**src/rtl/intc8008_pkg.sv**
```systemverilog
// rtl/intc8008_pkg.sv - T-state codes, FSM state type and RST opcode helper
package intc8008_pkg;

  // T-state codes as seen on the bit-reversed {S0,S1,S2} state bus
  localparam logic [2:0] S_T1      = 3'b010;
  localparam logic [2:0] S_T1I     = 3'b011;
  localparam logic [2:0] S_T2      = 3'b001;
  localparam logic [2:0] S_WAIT    = 3'b000;
  localparam logic [2:0] S_T3      = 3'b100;
  localparam logic [2:0] S_STOPPED = 3'b110;
  localparam logic [2:0] S_T4      = 3'b111;
  localparam logic [2:0] S_T5      = 3'b101;

  typedef enum logic [1:0] {
    ST_IDLE = 2'd0,
    ST_REQ  = 2'd1,
    ST_ACK  = 2'd2
  } fsm_state_t;

  // RST n opcode jammed onto the data bus during the acknowledge cycle
  function automatic logic [7:0] rst_op(input logic [2:0] vec);
    return {2'b00, vec, 3'b101};
  endfunction

endpackage

```
**src/rtl/intc8008_src.sv**
```systemverilog
// rtl/intc8008_src.sv - one interrupt source: synchroniser, edge/level conditioning, pending bit
module intc8008_src #(
  parameter bit EDGE = 1'b1
) (
  input  logic clk,
  input  logic rst_n,
  input  logic src_in,
  input  logic grant_clr,
  output logic pending
);

  logic sync1_q, sync1_d;
  logic sync2_q, sync2_d;
  logic prev_q, prev_d;
  logic pend_q, pend_d;
  logic armed_q, armed_d;
  logic rise;

  // Next-state for synchroniser, edge latch and level re-arm; a new edge beats a same-cycle grant
  always_comb begin
    sync1_d = src_in;
    sync2_d = sync1_q;
    prev_d  = sync2_q;
    rise    = sync2_q & ~prev_q;
    pend_d  = rise | (pend_q & ~grant_clr);
    armed_d = ~sync2_q | (armed_q & ~grant_clr);
  end

  // State registers
  always_ff @(posedge clk or negedge rst_n) begin
    if (!rst_n) begin
      sync1_q <= 1'b0;
      sync2_q <= 1'b0;
      prev_q  <= 1'b0;
      pend_q  <= 1'b0;
      armed_q <= 1'b1;
    end else begin
      sync1_q <= sync1_d;
      sync2_q <= sync2_d;
      prev_q  <= prev_d;
      pend_q  <= pend_d;
      armed_q <= armed_d;
    end
  end

  // Level sources request only once per high period until the line drops
  assign pending = EDGE ? pend_q : (sync2_q & armed_q);

endmodule

```
**src/rtl/intc8008.sv**
```systemverilog
// rtl/intc8008.sv - prioritised maskable 8008 interrupt controller; INTC_STARTUP_EN adds a one-shot startup RST
module intc8008 #(
  parameter int                 NUM_SRC     = 4,
  parameter logic [NUM_SRC-1:0] EDGE_MASK   = 4'b1111,
  parameter logic [NUM_SRC-1:0] MASK_RESET  = 4'b1111,
  parameter logic [2:0]         STARTUP_VEC = 3'd0
) (
  input  logic               sys_clk,
  input  logic               reset_n,
  input  logic               clk2,
  input  logic               sync,
  input  logic [2:0]         state,
  input  logic [NUM_SRC-1:0] src,
  input  logic               mask_we,
  input  logic [NUM_SRC-1:0] mask_wdata,
  output logic               int_req,
  output logic [7:0]         int_code,
  output logic               ack_cycle,
  output logic [NUM_SRC-1:0] pending,
  output logic [NUM_SRC-1:0] mask
);
  import intc8008_pkg::*;

  logic               clk2_q, clk2_d;
  logic [NUM_SRC-1:0] mask_q, mask_d;
  fsm_state_t         fsm_q, fsm_d;
  logic               int_req_q, int_req_d;
  logic [7:0]         int_code_q, int_code_d;
  logic               ack_q, ack_d;
  logic               fall2;
  logic [NUM_SRC-1:0] req_vec, win_grant, grant;
  logic               win_found;
  logic [2:0]         win_vec;
`ifdef INTC_STARTUP_EN
  logic               startup_q, startup_d;
`else
  logic [2:0]         unused_startup_vec;
  assign unused_startup_vec = STARTUP_VEC;
`endif

  for (genvar g = 0; g < NUM_SRC; g++) begin : g_src
    intc8008_src #(.EDGE(EDGE_MASK[g])) u_src (
      .clk      (sys_clk),
      .rst_n    (reset_n),
      .src_in   (src[g]),
      .grant_clr(grant[g]),
      .pending  (pending[g])
    );
  end

  // Lowest-index enabled pending source, using the mask as it stood before any same-cycle write
  always_comb begin
    req_vec   = pending & mask_q;
    win_found = 1'b0;
    win_vec   = 3'd0;
    win_grant = '0;
    for (int i = 0; i < NUM_SRC; i++) begin
      if (req_vec[i] && !win_found) begin
        win_found    = 1'b1;
        win_vec      = 3'(i);
        win_grant[i] = 1'b1;
      end
    end
  end

  // Acknowledge FSM; every CPU-facing decision is taken on the clk2 falling-edge strobe
  always_comb begin
    clk2_d     = clk2;
    fall2      = clk2_q & ~clk2;
    mask_d     = mask_we ? mask_wdata : mask_q;
    fsm_d      = fsm_q;
    int_req_d  = int_req_q;
    int_code_d = int_code_q;
    ack_d      = ack_q;
    grant      = '0;
`ifdef INTC_STARTUP_EN
    startup_d  = startup_q;
`endif
    case (fsm_q)
      ST_IDLE: begin
        if (fall2 && !sync) begin
`ifdef INTC_STARTUP_EN
          if (startup_q && state == S_STOPPED) begin
            startup_d  = 1'b0;
            int_req_d  = 1'b1;
            int_code_d = rst_op(STARTUP_VEC);
            fsm_d      = ST_REQ;
          end else
`endif
          if (win_found) begin
            grant      = win_grant;
            int_req_d  = 1'b1;
            int_code_d = rst_op(win_vec);
            fsm_d      = ST_REQ;
          end
        end
      end
      ST_REQ: begin
        if (fall2 && state == S_T1I) begin
          int_req_d = 1'b0;
          fsm_d     = ST_ACK;
        end
      end
      ST_ACK: begin
        if (fall2 && state == S_T1I && sync) begin
          ack_d = 1'b1;
        end else if (fall2 && state == S_T3 && !sync) begin
          ack_d = 1'b0;
          fsm_d = ST_IDLE;
        end
      end
      default: fsm_d = ST_IDLE;
    endcase
  end

  // State registers; reset is asynchronous so a mid-acknowledge reset releases the bus at once
  always_ff @(posedge sys_clk or negedge reset_n) begin
    if (!reset_n) begin
      clk2_q     <= 1'b0;
      mask_q     <= MASK_RESET;
      fsm_q      <= ST_IDLE;
      int_req_q  <= 1'b0;
      int_code_q <= 8'h00;
      ack_q      <= 1'b0;
`ifdef INTC_STARTUP_EN
      startup_q  <= 1'b1;
`endif
    end else begin
      clk2_q     <= clk2_d;
      mask_q     <= mask_d;
      fsm_q      <= fsm_d;
      int_req_q  <= int_req_d;
      int_code_q <= int_code_d;
      ack_q      <= ack_d;
`ifdef INTC_STARTUP_EN
      startup_q  <= startup_d;
`endif
    end
  end

  assign int_req   = int_req_q;
  assign int_code  = int_code_q;
  assign ack_cycle = ack_q;
  assign mask      = mask_q;

endmodule

```
**config.mk**
```make
export PLATFORM = sky130hd
export DESIGN_NAME = intc8008
export DESIGN_NICKNAME = d
export VERILOG_FILES = /design/src/rtl/intc8008_pkg.sv /design/src/rtl/intc8008_src.sv /design/src/rtl/intc8008.sv
export SDC_FILE = /design/constraint.sdc
export NUM_CORES = 1
export LEC_CHECK = 0
export CORE_ASPECT_RATIO = 2
export CORE_MARGIN = 3
export CORE_UTILIZATION = 40
export CTS_BUF_LIST = sky130_fd_sc_hd__clkbuf_8
export DETAILED_ROUTE_END_ITERATION = 8
export PLACE_DENSITY = 0.7
export SYNTH_ARGS = -nofsm -noshare
export SYNTH_HDL_FRONTEND = slang
export SYNTH_SLANG_ARGS = --single-unit
```
**constraint.sdc**
```tcl
create_clock -name sys_clk -period 2 [get_ports sys_clk]
set_clock_uncertainty 0.1 [all_clocks]
set_input_delay 0.4 -clock sys_clk [delete_from_list [all_inputs] [get_ports sys_clk]]
set_output_delay 0.4 -clock sys_clk [all_outputs]
set_load 0.05 [all_outputs]
```
==> flow_summary.ini <==
[floorplan]
die_width_um = 43.06
floorplan.initialDensity_pct = 42.21
floorplan.core_area_mm2 = 0.002603
rows = 26
die_area_mm2 = 0.003449
io_pins = 34
die_height_um = 80.11

[sta]
totalNegativeSetupSlack_ns = 0
finalSetupViolCount = 0
min_period_over_period_pct = 96.98
unrepaired_setup_endpoints_after_global_routing = no
finalHoldViolations = 0
fmaxAchievable_ghz = 0.5156
post-route-min-period_ns = 1.940
drv_slew = 0

[logic_synthesis]
syn-cell-area_mm2 = 0.001099
synth-seq-area-share_pct = 64.24
synth.top_cell.area_share_pct = 54.67
ys_seq_elements = 28
syn_inst = 83
synth_largest_area_cell = sky130_fd_sc_hd__dfrtp_1
yosys_warnings = 0
yosys.cell_types.count = 26
post_synth_main_area_contributors = sky130_fd_sc_hd__dfrtp_1 (55%), sky130_fd_sc_hd__dfstp_2 (9.6%), sky130_fd_sc_hd__buf_4 (6.2%)
syn-mean-instance-area_um2 = 13.24

[placement]
detailedPlacementHpwl_um = 1534
globalplace.congestion = 0.7343
place_area_mm2 = 0.001360
io_port_bufs = 29

[detailed_routing]
via_per_inst = 5.259
final_wirelength_um = 1934
route.detailed.wl_per_inst_um = 13.91
first_iter_violations = 13
drt.antenna.violating_nets = 0
dr.pass1.iters = 4
vias_after_detailed_routing = 731
remaining_drc_errors = 0

[clock_network]
clkSlewWorstSetupHoldPaths_ns = 0.09
clock_tree.buffer_depth = 2
tritoncts.num_buffers = 3
htreeDepth = 1
clock_latency_ns = 0.27
clock_tree_from_tritoncts = yes
cts.sinks = 28
post_cts_setup_repair_buffer_count = 0
cts-hold-fix-buffers = 0
post_cts_resize_count = 0
root_buffer = sky130_fd_sc_hd__clkbuf_8

[critical_path]
critPathLaunchType = register
startpoint = int_req$_DFFE_PN0P_
timing.critical_path.buf_inv = 1
timing.rr.start = g_src[0].u_src.pending$_DFF_PN0_
worst-setup-path-type = register to output pin
crit_path_cell_trace = clkdlybuf4s50_1
maximum_single_stage_delay_on_the_critical_path_ns = 0.81
regToRegEndpoint = fsm_q[0]$_DFFE_PN0P_
critical_path.top_delay_family = buffers and inverters
critical_path.endpoint = int_req
cp_num_cells = 1
ff2ff_setup_slack_ns = 0.65
worstRegToRegCells = 3
crit_arrival_ns = 1.44
cp-end-kind = output pin
worst-endpoint-required_ns = 1.50
critPathMaxFanout = 2
worst_path_max_delay_cell = sky130_fd_sc_hd__clkdlybuf4s50_1

[power]
power_frac_seq_pct = 42.9
power.static_leakage_uw = 0.0006317
power_density_mw_per_mm2 = 1159
power_report.internal_total_uw = 1093
share_of_total_power_in_combinational_logic_pct = 31.2
power.switching_fraction_pct = 34.13
max-vdd-ir-drop_mv = 1.049
total_power_uw = 1660
clock_power_share_pct = 26.0
p_sw_uw = 566.4

[grt]
grt_pass1_vias = 694
grt_pass1_wl_um = 3015
globalRouteOverflowTotal = 0
antenna_violations_before_repair = 0
overall_global_routing_resource_usage_pct = 11.57
pin_count_of_the_biggest_net_entering_global_routing = 29

[cells_and_area]
area_delta_synth_final_pct = 30.30
fin_nets = 128
drive_above_1_share_pct = 24.32
layout.cell_area.non_filler_mm2 = 0.001431
antennaDiodeCount = 0

[flow_run]
maxCapViolations = 0

[min_path]
min-delay-path-class = register to register

[run_status]
status = completed
logic make-up after synthesis:
logic type	share of synthesized area [%]
AOI/OAI and AO/OA	12.98
buffers and inverters	7.859
other	0.3414
muxes	4.100
DFF	64.24
and+or+nand+nor	10.48
routing by layer:
layer	GRT usage [%]	vias up	wire length, µm
li1	-	339	-
met1	12.17	367	674
met2	21.54	21	1122
met3	1.121	4	97
met4	6.344	0	40
met5	0	-	0
metrics by stage:
step	hold slack, ns	std cells	worst slack, ns	util [%]
after floorplan	0.004409	86	0.5936	-
after global placement	0.2319	135	0.1217	52.26
after detailed placement	0.2396	135	0.1236	52.26
after CTS	0.2613	139	0.05208	55.00
after global routing	0.2664	139	0.01877	55.00
final	0.2574	139	0.06043	55.00
layout make-up:
cell class / count / area [µm²]
Multi-Input combinational cell: 44 / 317.8
Clock buffer: 3 / 41.29
Timing Repair Buffer: 30 / 282.8
Clock inverter: 1 / 30.03
Fill cell: 251 / 1171
Sequential cell: 28 / 705.7
Tap cell: 28 / 35.03
Inverter: 5 / 18.77
cell usage after synthesis:
library cell / count
sky130_fd_sc_hd__a31oi_1: 2
sky130_fd_sc_hd__a32o_1: 2
sky130_fd_sc_hd__inv_1: 5
sky130_fd_sc_hd__nand2b_1: 3
sky130_fd_sc_hd__a22o_1: 6
sky130_fd_sc_hd__o211ai_2: 1
sky130_fd_sc_hd__nor3b_4: 1
sky130_fd_sc_hd__a21o_1: 1
sky130_fd_sc_hd__dfstp_2: 4
sky130_fd_sc_hd__mux2_2: 4
sky130_fd_sc_hd__nor2_1: 1
sky130_fd_sc_hd__conb_1: 1
sky130_fd_sc_hd__buf_4: 9
sky130_fd_sc_hd__nor2_2: 1
sky130_fd_sc_hd__o21ai_0: 1
sky130_fd_sc_hd__nor3_1: 1
sky130_fd_sc_hd__nor2b_1: 1
sky130_fd_sc_hd__nor4_1: 1
sky130_fd_sc_hd__a32oi_1: 1
sky130_fd_sc_hd__nand4_1: 4
sky130_fd_sc_hd__a22oi_1: 1
sky130_fd_sc_hd__o41ai_1: 1
sky130_fd_sc_hd__dfrtp_1: 24
sky130_fd_sc_hd__nand3_1: 2
sky130_fd_sc_hd__nand2_1: 4
sky130_fd_sc_hd__a21boi_0: 1
registers in the layout, summed over array words and instances (netlist names):
register and flops:
g_src.u_src.sync1_q 4, int_code 3, ack_cycle 1, g_src.u_src.prev_q 4, g_src.u_src.pending 4, mask 4
fsm_q 2, int_req 1, clk2_q 1, g_src.u_src.prev_d 4
layout by cell type, fill, tap and decap left out:
| master | instances |
|---|---|
| sky130_fd_sc_hd__nand2b_1 | 3 |
| sky130_fd_sc_hd__clkdlybuf4s50_1 | 18 |
| sky130_fd_sc_hd__a31oi_1 | 2 |
| sky130_fd_sc_hd__nor2_1 | 1 |
| sky130_fd_sc_hd__bufinv_16 | 1 |
| sky130_fd_sc_hd__inv_1 | 5 |
| sky130_fd_sc_hd__mux2_2 | 4 |
| sky130_fd_sc_hd__nor2b_1 | 1 |
| sky130_fd_sc_hd__conb_1 | 4 |
| sky130_fd_sc_hd__a32o_1 | 2 |
| sky130_fd_sc_hd__buf_4 | 11 |
| sky130_fd_sc_hd__nor3b_4 | 1 |
| sky130_fd_sc_hd__dfstp_2 | 4 |
| sky130_fd_sc_hd__a32oi_1 | 1 |
| sky130_fd_sc_hd__clkbuf_8 | 3 |
| sky130_fd_sc_hd__nand4_1 | 4 |
| sky130_fd_sc_hd__nor4_1 | 1 |
| sky130_fd_sc_hd__nand2_1 | 4 |
| sky130_fd_sc_hd__dfrtp_1 | 24 |
| sky130_fd_sc_hd__a21o_1 | 1 |
| sky130_fd_sc_hd__o41ai_1 | 1 |
| sky130_fd_sc_hd__a22oi_1 | 1 |
| sky130_fd_sc_hd__o21ai_0 | 1 |
| sky130_fd_sc_hd__a22o_1 | 6 |
| sky130_fd_sc_hd__a21boi_0 | 1 |
| sky130_fd_sc_hd__buf_12 | 1 |
| sky130_fd_sc_hd__o211ai_2 | 1 |
| sky130_fd_sc_hd__nand3_1 | 2 |
| sky130_fd_sc_hd__nor2_2 | 1 |
| sky130_fd_sc_hd__nor3_1 | 1 |
power by group through the flow:
| stage | logic (µW) | clock network, µW | registers (µW) |
|---|---|---|---|
| finish | 517 | 431 | 711 |
| global route | 544 | 463 | 724 |
| detailed placement | 522 | 0 | 722 |
| CTS | 521 | 438 | 713 |
| floorplan | 205 | 0 | 871 |
| global placement | 515 | 0 | 721 |
how the worst min path moves through the flow:
| stage | from | endpoint | cells after the start |
|---|---|---|---|
| floorplan | reset_n | ack_cycle$_DFFE_PN0P_ | 0 |
| global placement | g_src[1].u_src.sync1_q$_DFF_PN0_ | g_src[1].u_src.prev_d$_DFF_PN0_ | 0 |
| detailed placement | g_src[3].u_src.sync1_q$_DFF_PN0_ | g_src[3].u_src.prev_d$_DFF_PN0_ | 0 |
| CTS | g_src[3].u_src.sync1_q$_DFF_PN0_ | g_src[3].u_src.prev_d$_DFF_PN0_ | 0 |
| global route | g_src[0].u_src.sync1_q$_DFF_PN0_ | g_src[0].u_src.prev_d$_DFF_PN0_ | 0 |
| finish | g_src[3].u_src.sync1_q$_DFF_PN0_ | g_src[3].u_src.prev_d$_DFF_PN0_ | 0 |
No activity file was read; power rests on OpenSTA's default activity.
